## src/rtl/midi_tx_queue_pkg.sv

```systemverilog
// Shared definitions for the MIDI transmit queue: controller state encoding
// and the default sizing parameters.
package midi_tx_queue_pkg;

  localparam int unsigned ADDR_W_DEF   = 4;
  localparam int unsigned BUSY_TMO_DEF = 4;

  typedef enum logic [1:0] {
    ST_IDLE      = 2'd0,
    ST_STROBE    = 2'd1,
    ST_WAIT_BUSY = 2'd2,
    ST_WAIT_DONE = 2'd3
  } tx_state_e;

endpackage

```

## src/rtl/midi_tx_queue_byte_fifo.sv

```systemverilog
// byte_fifo: registered circular byte buffer with occupancy count,
// full/empty flags and a one-cycle pulse for every dropped write.
module byte_fifo
  import midi_tx_queue_pkg::*;
#(
  parameter int ADDR_W = ADDR_W_DEF
) (
  input  logic              clk,
  input  logic              rst,
  input  logic              wr_en,
  input  logic [7:0]        wr_data,
  input  logic              rd_en,
  output logic [7:0]        rd_data,
  output logic              full,
  output logic              empty,
  output logic [ADDR_W:0]   count,
  output logic              overflow
);

  localparam int DEPTH = 2 ** ADDR_W;
  localparam logic [ADDR_W:0]   DEPTH_CNT = (ADDR_W + 1)'(DEPTH);
  localparam logic [ADDR_W:0]   CNT_ONE   = (ADDR_W + 1)'(1);
  localparam logic [ADDR_W-1:0] PTR_ONE   = ADDR_W'(1);

  logic [7:0]        r_mem [DEPTH];
  logic [ADDR_W-1:0] r_wr_ptr;
  logic [ADDR_W-1:0] r_rd_ptr;
  logic [ADDR_W:0]   r_count;
  logic              r_overflow;
  logic              w_push;
  logic              w_pop;

  assign full     = (r_count == DEPTH_CNT);
  assign empty    = (r_count == '0);
  assign count    = r_count;
  assign overflow = r_overflow;
  assign rd_data  = r_mem[r_rd_ptr];

  // A write while full is dropped even if a pop happens in the same cycle.
  always_comb begin
    w_push = wr_en & ~full;
    w_pop  = rd_en & ~empty;
  end

  // Storage array; contents need no reset since count gates every read.
  always_ff @(posedge clk) begin
    if (!rst && w_push) begin
      r_mem[r_wr_ptr] <= wr_data;
    end
  end

  // Pointers, occupancy and overflow pulse.
  always_ff @(posedge clk) begin
    if (rst) begin
      r_wr_ptr   <= '0;
      r_rd_ptr   <= '0;
      r_count    <= '0;
      r_overflow <= 1'b0;
    end else begin
      r_overflow <= wr_en & full;
      if (w_push) begin
        r_wr_ptr <= r_wr_ptr + PTR_ONE;
      end
      if (w_pop) begin
        r_rd_ptr <= r_rd_ptr + PTR_ONE;
      end
      case ({w_push, w_pop})
        2'b10:   r_count <= r_count + CNT_ONE;
        2'b01:   r_count <= r_count - CNT_ONE;
        default: r_count <= r_count;
      endcase
    end
  end

endmodule

```

## src/rtl/midi_tx_queue.sv

```systemverilog
// midi_tx_queue: byte queue between the MIDI router core and a UART
// transmitter. Each byte is launched with a one-cycle strobe, then the
// controller waits for the UART busy flag to rise and fall again.
module midi_tx_queue
  import midi_tx_queue_pkg::*;
#(
  parameter int ADDR_W   = ADDR_W_DEF,
  parameter int BUSY_TMO = BUSY_TMO_DEF
) (
  input  logic              clk,
  input  logic              rst,
  input  logic              wr_en,
  input  logic [7:0]        wr_data,
  output logic              full,
  output logic              empty,
  output logic [ADDR_W:0]   count,
  output logic              overflow,
  output logic              tx_strobe,
  output logic [7:0]        tx_data,
  input  logic              tx_busy,
  output logic              timeout
);

  localparam int TMO_W = $clog2(BUSY_TMO + 1);
  localparam logic [TMO_W-1:0] TMO_LAST = TMO_W'(BUSY_TMO - 1);
  localparam logic [TMO_W-1:0] TMO_ONE  = TMO_W'(1);

  tx_state_e        r_state;
  tx_state_e        w_state_nxt;
  logic [TMO_W-1:0] r_tmo_cnt;
  logic [TMO_W-1:0] w_tmo_cnt_nxt;
  logic             w_pop;
  logic             w_timeout_nxt;
  logic [7:0]       w_head;
  logic             r_tx_strobe;
  logic [7:0]       r_tx_data;
  logic             r_timeout;

  byte_fifo #(.ADDR_W(ADDR_W)) u_fifo (
    .clk      (clk),
    .rst      (rst),
    .wr_en    (wr_en),
    .wr_data  (wr_data),
    .rd_en    (w_pop),
    .rd_data  (w_head),
    .full     (full),
    .empty    (empty),
    .count    (count),
    .overflow (overflow)
  );

  assign tx_strobe = r_tx_strobe;
  assign tx_data   = r_tx_data;
  assign timeout   = r_timeout;

  // Next-state logic; a new byte is only launched while the UART is idle.
  always_comb begin
    w_state_nxt   = r_state;
    w_tmo_cnt_nxt = r_tmo_cnt;
    w_pop         = 1'b0;
    w_timeout_nxt = 1'b0;
    case (r_state)
      ST_IDLE: begin
        if (!empty && !tx_busy) begin
          w_state_nxt = ST_STROBE;
          w_pop       = 1'b1;
        end else begin
          w_state_nxt = ST_IDLE;
        end
      end
      ST_STROBE: begin
        w_state_nxt   = ST_WAIT_BUSY;
        w_tmo_cnt_nxt = '0;
      end
      ST_WAIT_BUSY: begin
        if (tx_busy) begin
          w_state_nxt = ST_WAIT_DONE;
        end else if (r_tmo_cnt == TMO_LAST) begin
          w_state_nxt   = ST_IDLE;
          w_timeout_nxt = 1'b1;
        end else begin
          w_tmo_cnt_nxt = r_tmo_cnt + TMO_ONE;
        end
      end
      ST_WAIT_DONE: begin
        if (!tx_busy) begin
          w_state_nxt = ST_IDLE;
        end else begin
          w_state_nxt = ST_WAIT_DONE;
        end
      end
      default: begin
        w_state_nxt = ST_IDLE;
      end
    endcase
  end

  // State register and registered UART-facing outputs.
  always_ff @(posedge clk) begin
    if (rst) begin
      r_state     <= ST_IDLE;
      r_tmo_cnt   <= '0;
      r_tx_strobe <= 1'b0;
      r_tx_data   <= 8'h00;
      r_timeout   <= 1'b0;
    end else begin
      r_state     <= w_state_nxt;
      r_tmo_cnt   <= w_tmo_cnt_nxt;
      r_tx_strobe <= (w_state_nxt == ST_STROBE);
      r_timeout   <= w_timeout_nxt;
      if (w_pop) begin
        r_tx_data <= w_head;
      end
    end
  end

endmodule

```

## config.mk

```make
export PLATFORM = sky130hd
export DESIGN_NAME = midi_tx_queue
export DESIGN_NICKNAME = d
export VERILOG_FILES = /design/src/rtl/midi_tx_queue_pkg.sv /design/src/rtl/midi_tx_queue_byte_fifo.sv /design/src/rtl/midi_tx_queue.sv
export SDC_FILE = /design/constraint.sdc
export NUM_CORES = 1
export LEC_CHECK = 0
export CORE_MARGIN = 3
export CORE_UTILIZATION = 55
export DETAILED_ROUTE_END_ITERATION = 12
export HOLD_SLACK_MARGIN = 0.05
export PLACE_DENSITY = 0.85
export RECOVER_POWER = 100
export SETUP_SLACK_MARGIN = 0.02
export SLEW_MARGIN = 15
export SYNTH_ARGS = -nofsm -noshare
export SYNTH_HDL_FRONTEND = slang
export SYNTH_SLANG_ARGS = --single-unit
```

## constraint.sdc

```tcl
create_clock -name clk -period 4.9 [get_ports clk]
set_input_delay 0.49 -clock clk [delete_from_list [all_inputs] [get_ports clk]]
set_output_delay 0.49 -clock clk [all_outputs]
set_load 0.1 [all_outputs]
```

# Yosys cells after proc, flatten, opt, wreduce, memory -nomap -nowiden
# Memory sizes are Yosys's and may differ from the RTL's. A register that Yosys moved wholly into a read port is not among the register bits.
# Index checks and enable logic that the tools add are counted.
[op_classes] n_addsub=5 eq_ne=10 n_mux=14 bitwise=6 n_reduce_logical=11
[ops] op="5-bit one-hot mux with 2 select lines" count=1
[ops] op="4-bit by 1-bit adder with 4-bit output, second input constant" count=2
[ops] op="2-bit one-hot mux with 4 select lines" count=1
[ops] op="2-bit by 1-bit equality test with 1-bit output, second input constant" count=3
[ops] op="2-bit equality test, second input constant" count=3
[ops] op="1-bit two-way mux" count=6
[ops] op="2-bit two-way mux" count=3
[ops] op="3-bit two-way mux" count=2
[ops] op="3-bit one-hot mux with 2 select lines" count=1
[ops] op="5-bit by 1-bit adder with 5-bit output, second input constant" count=1
[ops] op="5-bit equality test, second input constant" count=1
[ops] op="5-bit logical NOT" count=1
[ops] op="5-bit by 1-bit subtractor with 5-bit output, second input constant" count=1
[ops] op="2-bit != test, second input constant" count=2
[ops] op="2-bit nonzero test" count=2
[ops] op="3-bit by 1-bit adder with 3-bit output, second input constant" count=1
[ops] op="1-bit bitwise AND" count=3
[ops] op="3-bit by 2-bit equality test with 1-bit output, second input constant" count=1
[ops] op="1-bit logical NOT" count=3
[ops] op="1-bit inverter" count=3
[ops] op="3-bit AND reduction" count=1
[ops] op="3-bit OR reduction" count=1
[ops] op="1-bit logical AND" count=2
[ops] op="2-bit logical NOT" count=1
[word_totals] reg_bits=21 ramBits=128 input_bits=12 output_inout_bits=18 word_cells=55 memories=1
[memory_table] name="u_fifo.r_mem" depth=16 word_bits=8 rd=1 rd_ports_with_merged_regs=1 wr=1 line_no="midi_tx_queue_byte_fifo.sv:25" rtl="logic [7:0] r_mem [DEPTH];"

# Logic depth before layout (Yosys ltp)
# Gate-level depths: netlist of the first run.
[depth] depth_word=8 mapped_depth=11

# By module
# From an unflattened synthesis of the first run, not the netlist that was laid out.
[unflattened] hier_cells=396 hier_area_um2=6471.2
[modules_own_cells] mod="byte_fifo" n_inst=1 cells_each=329 area_each_um2=5876.9 seq_area_each_um2=4204.0
[modules_own_cells] mod="midi_tx_queue" n_inst=1 cells_each=67 area_each_um2=594.3 seq_area_each_um2=300.3

# Worst setup path after synthesis of the first run
# OpenSTA, ideal clock, no wires.
[synth_timing] path_kind="flip-flop to flip-flop" startpoint="reg u_fifo.r_count[0], in the netlist u_fifo.count[0]" endpoint="reg u_fifo.r_count[4], in the netlist u_fifo.count[4]" t_arrival_ps=3253 required_ps=4779 setup_slack_ps=1526 stages_incl_launch_ff=12 path_buffers=1 cell_sequence="dfxtp_1 -> nor4_1 -> a21oi_2 -> buf_2 -> ha_1 -> inv_1 -> fa_1 -> nor2b_1 -> o21ai_0 -> nand3_1 -> or3b_1 -> mux2_2"
[synth_between] elab_chain_len=8
[synth_lines] item="start: declaration" line_no="midi_tx_queue_byte_fifo.sv:28" rtl="logic [ADDR_W:0] r_count;"
[synth_lines] item="start signal: assignment" line_no="midi_tx_queue_byte_fifo.sv:68" rtl="2'b10: r_count <= r_count + CNT_ONE;"
[synth_lines] item="start signal: assignment" line_no="midi_tx_queue_byte_fifo.sv:69" rtl="2'b01: r_count <= r_count - CNT_ONE;"
[synth_lines] item="start signal: assignment" line_no="midi_tx_queue_byte_fifo.sv:70" rtl="default: r_count <= r_count;"
[synth_lines] item="5-bit logical NOT" line_no="midi_tx_queue_byte_fifo.sv:34" rtl="assign empty = (r_count == '0);"
[synth_lines] item="1-bit logical NOT" line_no="midi_tx_queue.sv:64" rtl="if (!empty && !tx_busy) begin"
[synth_lines] item="1-bit logical AND" line_no="midi_tx_queue.sv:64"
[synth_lines] item="1-bit two-way mux" line_no="midi_tx_queue.sv:64"
[synth_lines] item="1-bit two-way mux" line_no="midi_tx_queue.sv:62" rtl="case (r_state)"
[synth_lines] item="1-bit bitwise AND" line_no="midi_tx_queue_byte_fifo.sv:42" rtl="w_pop = rd_en & ~empty;"
[synth_lines] item="2-bit by 1-bit equality test with 1-bit output / 2-bit equality test (equally long branches)" line_no="midi_tx_queue_byte_fifo.sv:67" rtl="case ({w_push, w_pop})"
[synth_lines] item="5-bit one-hot mux with 2 select lines / 2-bit nonzero test (equally long branches)"
# Several ways; a longest one is shown, not always the timed one.
# A chain may end at the register's enable or synchronous reset.

# Worst setup path after layout of the first run
[layout_timing] startpoint="in tx_busy" endpoint="reg u_fifo.r_count[4], in the netlist u_fifo.count[4]"
[layout_between] elab_chain_len=7
[layout_lines] item="start: declaration" line_no="midi_tx_queue.sv:20" rtl="input logic tx_busy,"
[layout_lines] item="1-bit logical NOT *"
[layout_lines] item="1-bit logical AND *" line_no="midi_tx_queue.sv:64"
[layout_lines] item="1-bit two-way mux *" line_no="midi_tx_queue.sv:64"
[layout_lines] item="1-bit two-way mux *" line_no="midi_tx_queue.sv:62"
[layout_lines] item="1-bit bitwise AND *" line_no="midi_tx_queue_byte_fifo.sv:42"
[layout_lines] item="2-bit by 1-bit equality test with 1-bit output / 2-bit equality test (equally long branches)" line_no="midi_tx_queue_byte_fifo.sv:67"
[layout_lines] item="5-bit one-hot mux with 2 select lines / 2-bit nonzero test (equally long branches)"
# Mark *: on every way between the ends. The rest lies on a longest branch, timed or not.

==> flow_metrics.tcl, run 1 <==
set metrics [dict create \
    ant_nets 0 \
    p_int_w 0.00262 \
    critPathKind "primary input to register" \
    synth-xor-area-share_pct 1.12 \
    setup_ws_ps 1110 \
    power.switching_w 0.00130 \
    rows 38 \
    gp_congestion 0.754 \
    synth-seq-cells 157 \
    finalSetupViolCount 0 \
    gr-total-overflow 0 \
    grt_setup_unrepaired "no" \
    setup.worst_path.end_class "register" \
    grt_max_degree 32 \
    hold_viol 0 \
    maxCapViolations 0 \
    cts_setup_buffers 0 \
    hold_path.class "register to register" \
    power_frac_seq_pct 40.7 \
    cts_buffer_depth 2 \
    htreeDepth 4 \
    synth_area_mm2 0.00626 \
    dieWidth_um 113 \
    tns_ps 0 \
    powerDensity_mw_per_mm2 540 \
    via_per_inst 5.92 \
    max_stage_delay_ps 750 \
    critical_path.cell_chain "clkdlybuf4s50_1, or3_1, a21oi_1, clkbuf_1, ha_1, inv_1, fa_1, nor2b_1, o21ai_0, nand3_1, or3b_1, mux2_2" \
    synthSimpleGateAreaFrac_pct 6.78 \
    max_freq_mhz 264 \
    areaGrowthSynthToFinish_pct 15.9 \
    worstPathArrival_ps 4100 \
    synth_common_cells "edfxtp_1 (128), nor2_1 (49), mux2i_1 (40), dfxtp_1 (29), o22ai_1 (19)" \
    critPathLaunchType "primary input" \
    numCtsBuffers 17 \
    drt-pass1-iter-count 4 \
    status "complete, no violations" \
    maxSlewHeadroom_pct 0.604 \
    drt_iter0_drc 316 \
    clkPwrFrac_pct 34.0 \
    tightestPinTransition_ps 1490 \
    layout_worst_path_cycle_share_pct 77.4 \
    synth_edf_count 128 \
    wl_per_cell_um 20.7 \
    synth_top_family_by_area "multiplexers" \
    fp.coreArea_mm2 0.0110 \
    seq_area_frac_synth_pct 70.7 \
    synth_compound_area_share_pct 5.46 \
    yosysTopAreaCellShare_pct 61.4 \
    cts_resized 0 \
    nets 462 \
    start_util_pct 57.0 \
    slew_viol_final 0 \
    swShare_pct 33.1 \
    combPwrFrac_pct 25.3 \
    syn_inst 402 \
    ys_warn_count 0 \
    place_area_mm2 0.00668 \
    ys.flop_type "edfxtp_1" \
    grt_antenna_before_repair 0 \
    crit_fanout 22 \
    root_buffer "clkbuf_16" \
    synth.distinct_cells 41 \
    grt_pass1_wl_mm 19.5 \
    die_h_um 113 \
    synth_area_leaders "edfxtp_1 (61%), dfxtp_1 (9.3%), mux2i_1 (6.4%)" \
    cts_tree "done" \
    layout_min_cycle_time_ps 3790 \
    cts_num_sinks 157 \
    grt_use_total_pct 20.5 \
    async_flop_share_pct 0 \
    cts.clk_slew.worst_paths_ps 60 \
    cts_hold_buf 0 \
    numPortBuffers 29 \
    final_layout_size_suffix_gt1_share_pct 10.4 \
    required_ps 5210 \
    die-area_mm2 0.0127 \
    synth-adder-area-share_pct 2.52 \
    num_io_pins 30 \
    p_leak_nw 2.34 \
    fin_area_mm2 0.00725 \
    yosysTopAreaCell "edfxtp_1" \
    yosysMostFrequentCell "edfxtp_1" \
    vdd_drop_max_uv 457 \
    grt_pass1_vias 3684 \
    fillers 750 \
    clkLatencyLatePin_ps 420 \
    synthMuxAreaShare_pct 11.3 \
    finClkSkew_ps 7.50 \
    num_antenna_cells 0 \
    drc_errors 0 \
    total_power_w 0.00392 \
    avgSynthCellArea_um2 15.6 \
    crit_path_top_delay_cell "clkbuf_1" \
    num_vias 3495 \
    pre_cts_ws_ps 1310 \
    totalWireLength_mm 12.2 \
    syn_nets 426 \
    place_hpwl_mm 7.69 \
]
cells in the final DEF, fill, tap and decap left out, types with 3 or more instances in the layout:
cell,instances
nor2b_1,4
nand3b_1,3
nor2_1,49
edfxtp_1,128
a211oi_1,3
xor2_1,5
dfxtp_1,29
xnor2_1,3
bufinv_16,4
inv_1,9
clkinvlp_4,4
dlygate4sd3_1,27
clkinv_2,4
clkbuf_16,17
nand3_1,4
a21oi_1,10
a22oi_1,5
a311oi_1,5
o22ai_1,19
nand2_1,12
clkbuf_1,7
nor3_1,6
a2111oi_0,3
nand2b_1,3
mux2i_1,40
ha_1,11
mux4_2,13
worst max-delay path: cells and delay by family:
family	cells	cell delay (ps)
buffers and inverters	3	1310
adders and majority gates	2	770
muxes	1	270
AOI/OAI and AO/OA	2	260
and+or+nand+nor	4	990
routing by layer:
| layer | track usage, % | routed length, um | up-vias |
|---|---|---|---|
| met3 | 5.28 | 645 | 19 |
| met2 | 33.7 | 6230 | 119 |
| met4 | 8.09 | 225 | 0 |
| met5 | 0 | 0 | - |
| li1 | - | - | 1611 |
| met1 | 26.4 | 5120 | 1746 |
kinds of logic (layout without fill, tap and decap cells):
kind of cell / Yosys count / in the layout
AND/OR/NAND/NOR: 92 / 92
adder cells (fa/ha/maj): 12 / 12
buffers and inverters: 29 / 77
AO/OA/AOI/OAI: 50 / 50
XOR/XNOR: 8 / 8
flip-flops: 157 / 157
multiplexers: 54 / 54
power by group through the flow:
stage	Combinational, W	Clock, W	Sequential (W)
floorplan	0.000440	0	0.00196
global route	0.00105	0.00141	0.00161
global placement	0.000996	0	0.00162
detailed placement	0.00103	0	0.00162
finish	0.000992	0.00133	0.00160
CTS	0.00103	0.00135	0.00160
per-stage QoR:
stage                     util [%]  std cells  hold slack [ps]
after global routing          66.1        590              534
after floorplan                  -        402              452
after CTS                     66.3        590              494
after global placement        60.8        559              459
final                         66.1        590              495
after detailed placement      60.8        559              484
sequential cells by signal, indices dropped and copies added (netlist names):
signal           flops
u_fifo.count         5
timeout              1
u_fifo.r_wr_ptr      4
r_tmo_cnt            3
u_fifo.r_mem       128
tx_strobe            1
tx_data              8
u_fifo.r_rd_ptr      4
r_state              2
u_fifo.overflow      1
path summary, 6_finish.rpt:
kind	end	slack, ps	start	cells after the start
worst max-delay path	u_fifo.count[4]	1110	tx_busy	12
worst min-delay path	r_tmo_cnt[0]	490	r_tmo_cnt[0]	2
worst min register to register	r_tmo_cnt[0]	490	r_tmo_cnt[0]	2
worst max register to register	u_fifo.count[4]	1240	r_state[1]	11
final cells by class:
| type | instances | area (um2) | share of cell area (%) |
|---|---|---|---|
| Inverter | 9 | 33.8 | 0.466 |
| Clock buffer | 18 | 429 | 5.92 |
| Timing Repair Buffer | 37 | 328 | 4.52 |
| Tap cell | 140 | 175 | 2.41 |
| Multi-Input combinational cell | 216 | 1690 | 23.3 |
| Clock inverter | 13 | 174 | 2.40 |
| Sequential cell | 157 | 4420 | 61.0 |
No activity file was read; power rests on OpenSTA's default activity.
==> run 2, diff against run 1 <==
clock period = 3.77 ns   (was 4.9 ns; I/O delays follow)
==> run 2 against run 1 <==
Net effect:
- sequential share of layout area up 0.48 points
- design area down 0.76%
- first-iteration DRC count decreased by 9.8%
- global-route usage down 0.22 points
==> flow_metrics.tcl, run 2 (synthesis results as in run 1) <==
set metrics [dict create \
    largest_reg_flops 128 \
    grt_pass1_wl_mm 19.3 \
    finalSetupViolCount 0 \
    clkPwrFrac_pct 31.9 \
    cts.clk_slew.worst_paths_ps 60 \
    hold_path.class "register to register" \
    num_vias 3520 \
    die-area_mm2 0.0127 \
    finClkSkew_ps 6.70 \
    num_antenna_cells 0 \
    final_common_cell "edfxtp_1" \
    crit_fanout 6 \
    nets 462 \
    critPathKind "register to register" \
    cts_hold_buf 0 \
    critPathLaunchType "register" \
    ant_nets 0 \
    cts_buffer_depth 2 \
    gr-total-overflow 0 \
    p_leak_nw 2.32 \
    num_io_pins 30 \
    grt_use_total_pct 20.3 \
    numCtsBuffers 17 \
    grt_antenna_before_repair 0 \
    clkLatencyLatePin_ps 420 \
    cts_resized 0 \
    numPortBuffers 29 \
    final_layout_size_suffix_gt1_share_pct 10.4 \
    cts_num_sinks 157 \
    reg2reg_slack_ps 520 \
    cts_tree "done" \
    via_per_inst 5.96 \
    grt_setup_unrepaired "no" \
    drc_errors 0 \
    drt-pass1-iter-count 5 \
    worstPathArrival_ps 3550 \
    tightestPinTransition_ps 1160 \
    grt_max_degree 36 \
    setup.worst_path.end_class "register" \
    slew_viol_final 0 \
    drt_iter0_drc 285 \
    maxCapViolations 0 \
    gp_congestion 0.814 \
    swShare_pct 34.7 \
    areaGrowthSynthToFinish_pct 15.0 \
    rows 38 \
    maxSlewHeadroom_pct 23.2 \
    setup_ws_ps 523 \
    vdd_drop_max_uv 725 \
    fp.coreArea_mm2 0.0110 \
    top_register "u_fifo.r_mem" \
    totalWireLength_mm 12.2 \
    power_frac_seq_pct 42.1 \
    hold_viol 0 \
    grt_pass1_vias 3565 \
    start_util_pct 57.0 \
    layout_min_cycle_time_ps 3250 \
    layout_worst_path_cycle_share_pct 86.1 \
    place_hpwl_mm 7.76 \
    dieWidth_um 113 \
    die_h_um 113 \
    p_int_w 0.00321 \
    powerDensity_mw_per_mm2 684 \
    required_ps 4080 \
    wl_per_cell_um 20.6 \
    tns_ps 0 \
    htreeDepth 4 \
    combPwrFrac_pct 26.1 \
    cts_setup_buffers 0 \
    mostFrequentLayoutCells "edfxtp_1 (128), nor2_1 (49), mux2i_1 (40)" \
    pre_cts_ws_ps 572 \
    power.switching_w 0.00171 \
    root_buffer "clkbuf_16" \
    max_freq_mhz 308 \
    status "complete, no violations" \
]
## run 2: cell count changes in the layout (fill, tap and decap cells not counted), moves of 3 or more
cell / before / now
clkinv_4: 0 / 5
a2111oi_0: 3 / 0
a2111oi_1: 0 / 3
bufinv_16: 4 / 1
clkinvlp_4: 4 / 1
## run 2: final cells by class
class                      instances  area [um2]
tap                              140         175
fill                             734        3780
clock inverter                    13         116
timing repair buffer              37         325
multi-input combinational        216        1690
sequential                       157        4430
inverter                           9        33.8
clock buffer                      19         433
## run 2: path summary, 6_finish.rpt
kind / from / endpoint / cells after the start
max: u_fifo.count[0] / u_fifo.count[4] / 11
min: r_tmo_cnt[1] / r_tmo_cnt[1] / 2
max reg2reg: u_fifo.count[0] / u_fifo.count[4] / 11
min reg2reg: r_tmo_cnt[1] / r_tmo_cnt[1] / 2
## run 2: per-layer routing
metal / global-route usage (%) / wire length (um) / vias to the layer above
met5: 0 / 0 / -
met4: 5.85 / 163 / 0
met3: 5.18 / 789 / 15
met2: 33.7 / 6200 / 147
met1: 26.8 / 5030 / 1735
li1: - / - / 1623
## run 2: stage by stage
stage	instance area, um2	power (W)	instances	hold slack, ps	util, %
detailed placement	6680	0.00344	559	490	60.8
finish	7200	0.00492	591	501	65.6
floorplan	6260	0.00311	402	452	-
CTS	7230	0.00500	591	498	65.8
global placement	6680	0.00340	559	460	60.8
global route	7200	0.00511	591	509	65.6
## run 2: power by group through the flow
stage	logic [W]	clock network (W)	registers, W
detailed placement	0.00133	0	0.00211
CTS	0.00134	0.00159	0.00207
finish	0.00128	0.00157	0.00207
global placement	0.00130	0	0.00210
floorplan	0.000571	0	0.00254
global route	0.00136	0.00167	0.00209
## run 2: worst max-delay path: stages (launching register included)
cell      delay [ps]
dfxtp_1          360
nor4_1           500
a21boi_0         340
inv_1            180
ha_1             250
inv_1            110
fa_1             380
nor2b_1          150
o21ai_0          140
nand3_1          110
or3b_1           350
mux2_2           270
==> run 3, diff against run 2 <==
CAP_MARGIN = 20   (was default)
SLEW_MARGIN = 0   (was 15)
==> results of run 3 <==
Same layout as run 2: the final DEF is identical, and so are final timing and power.
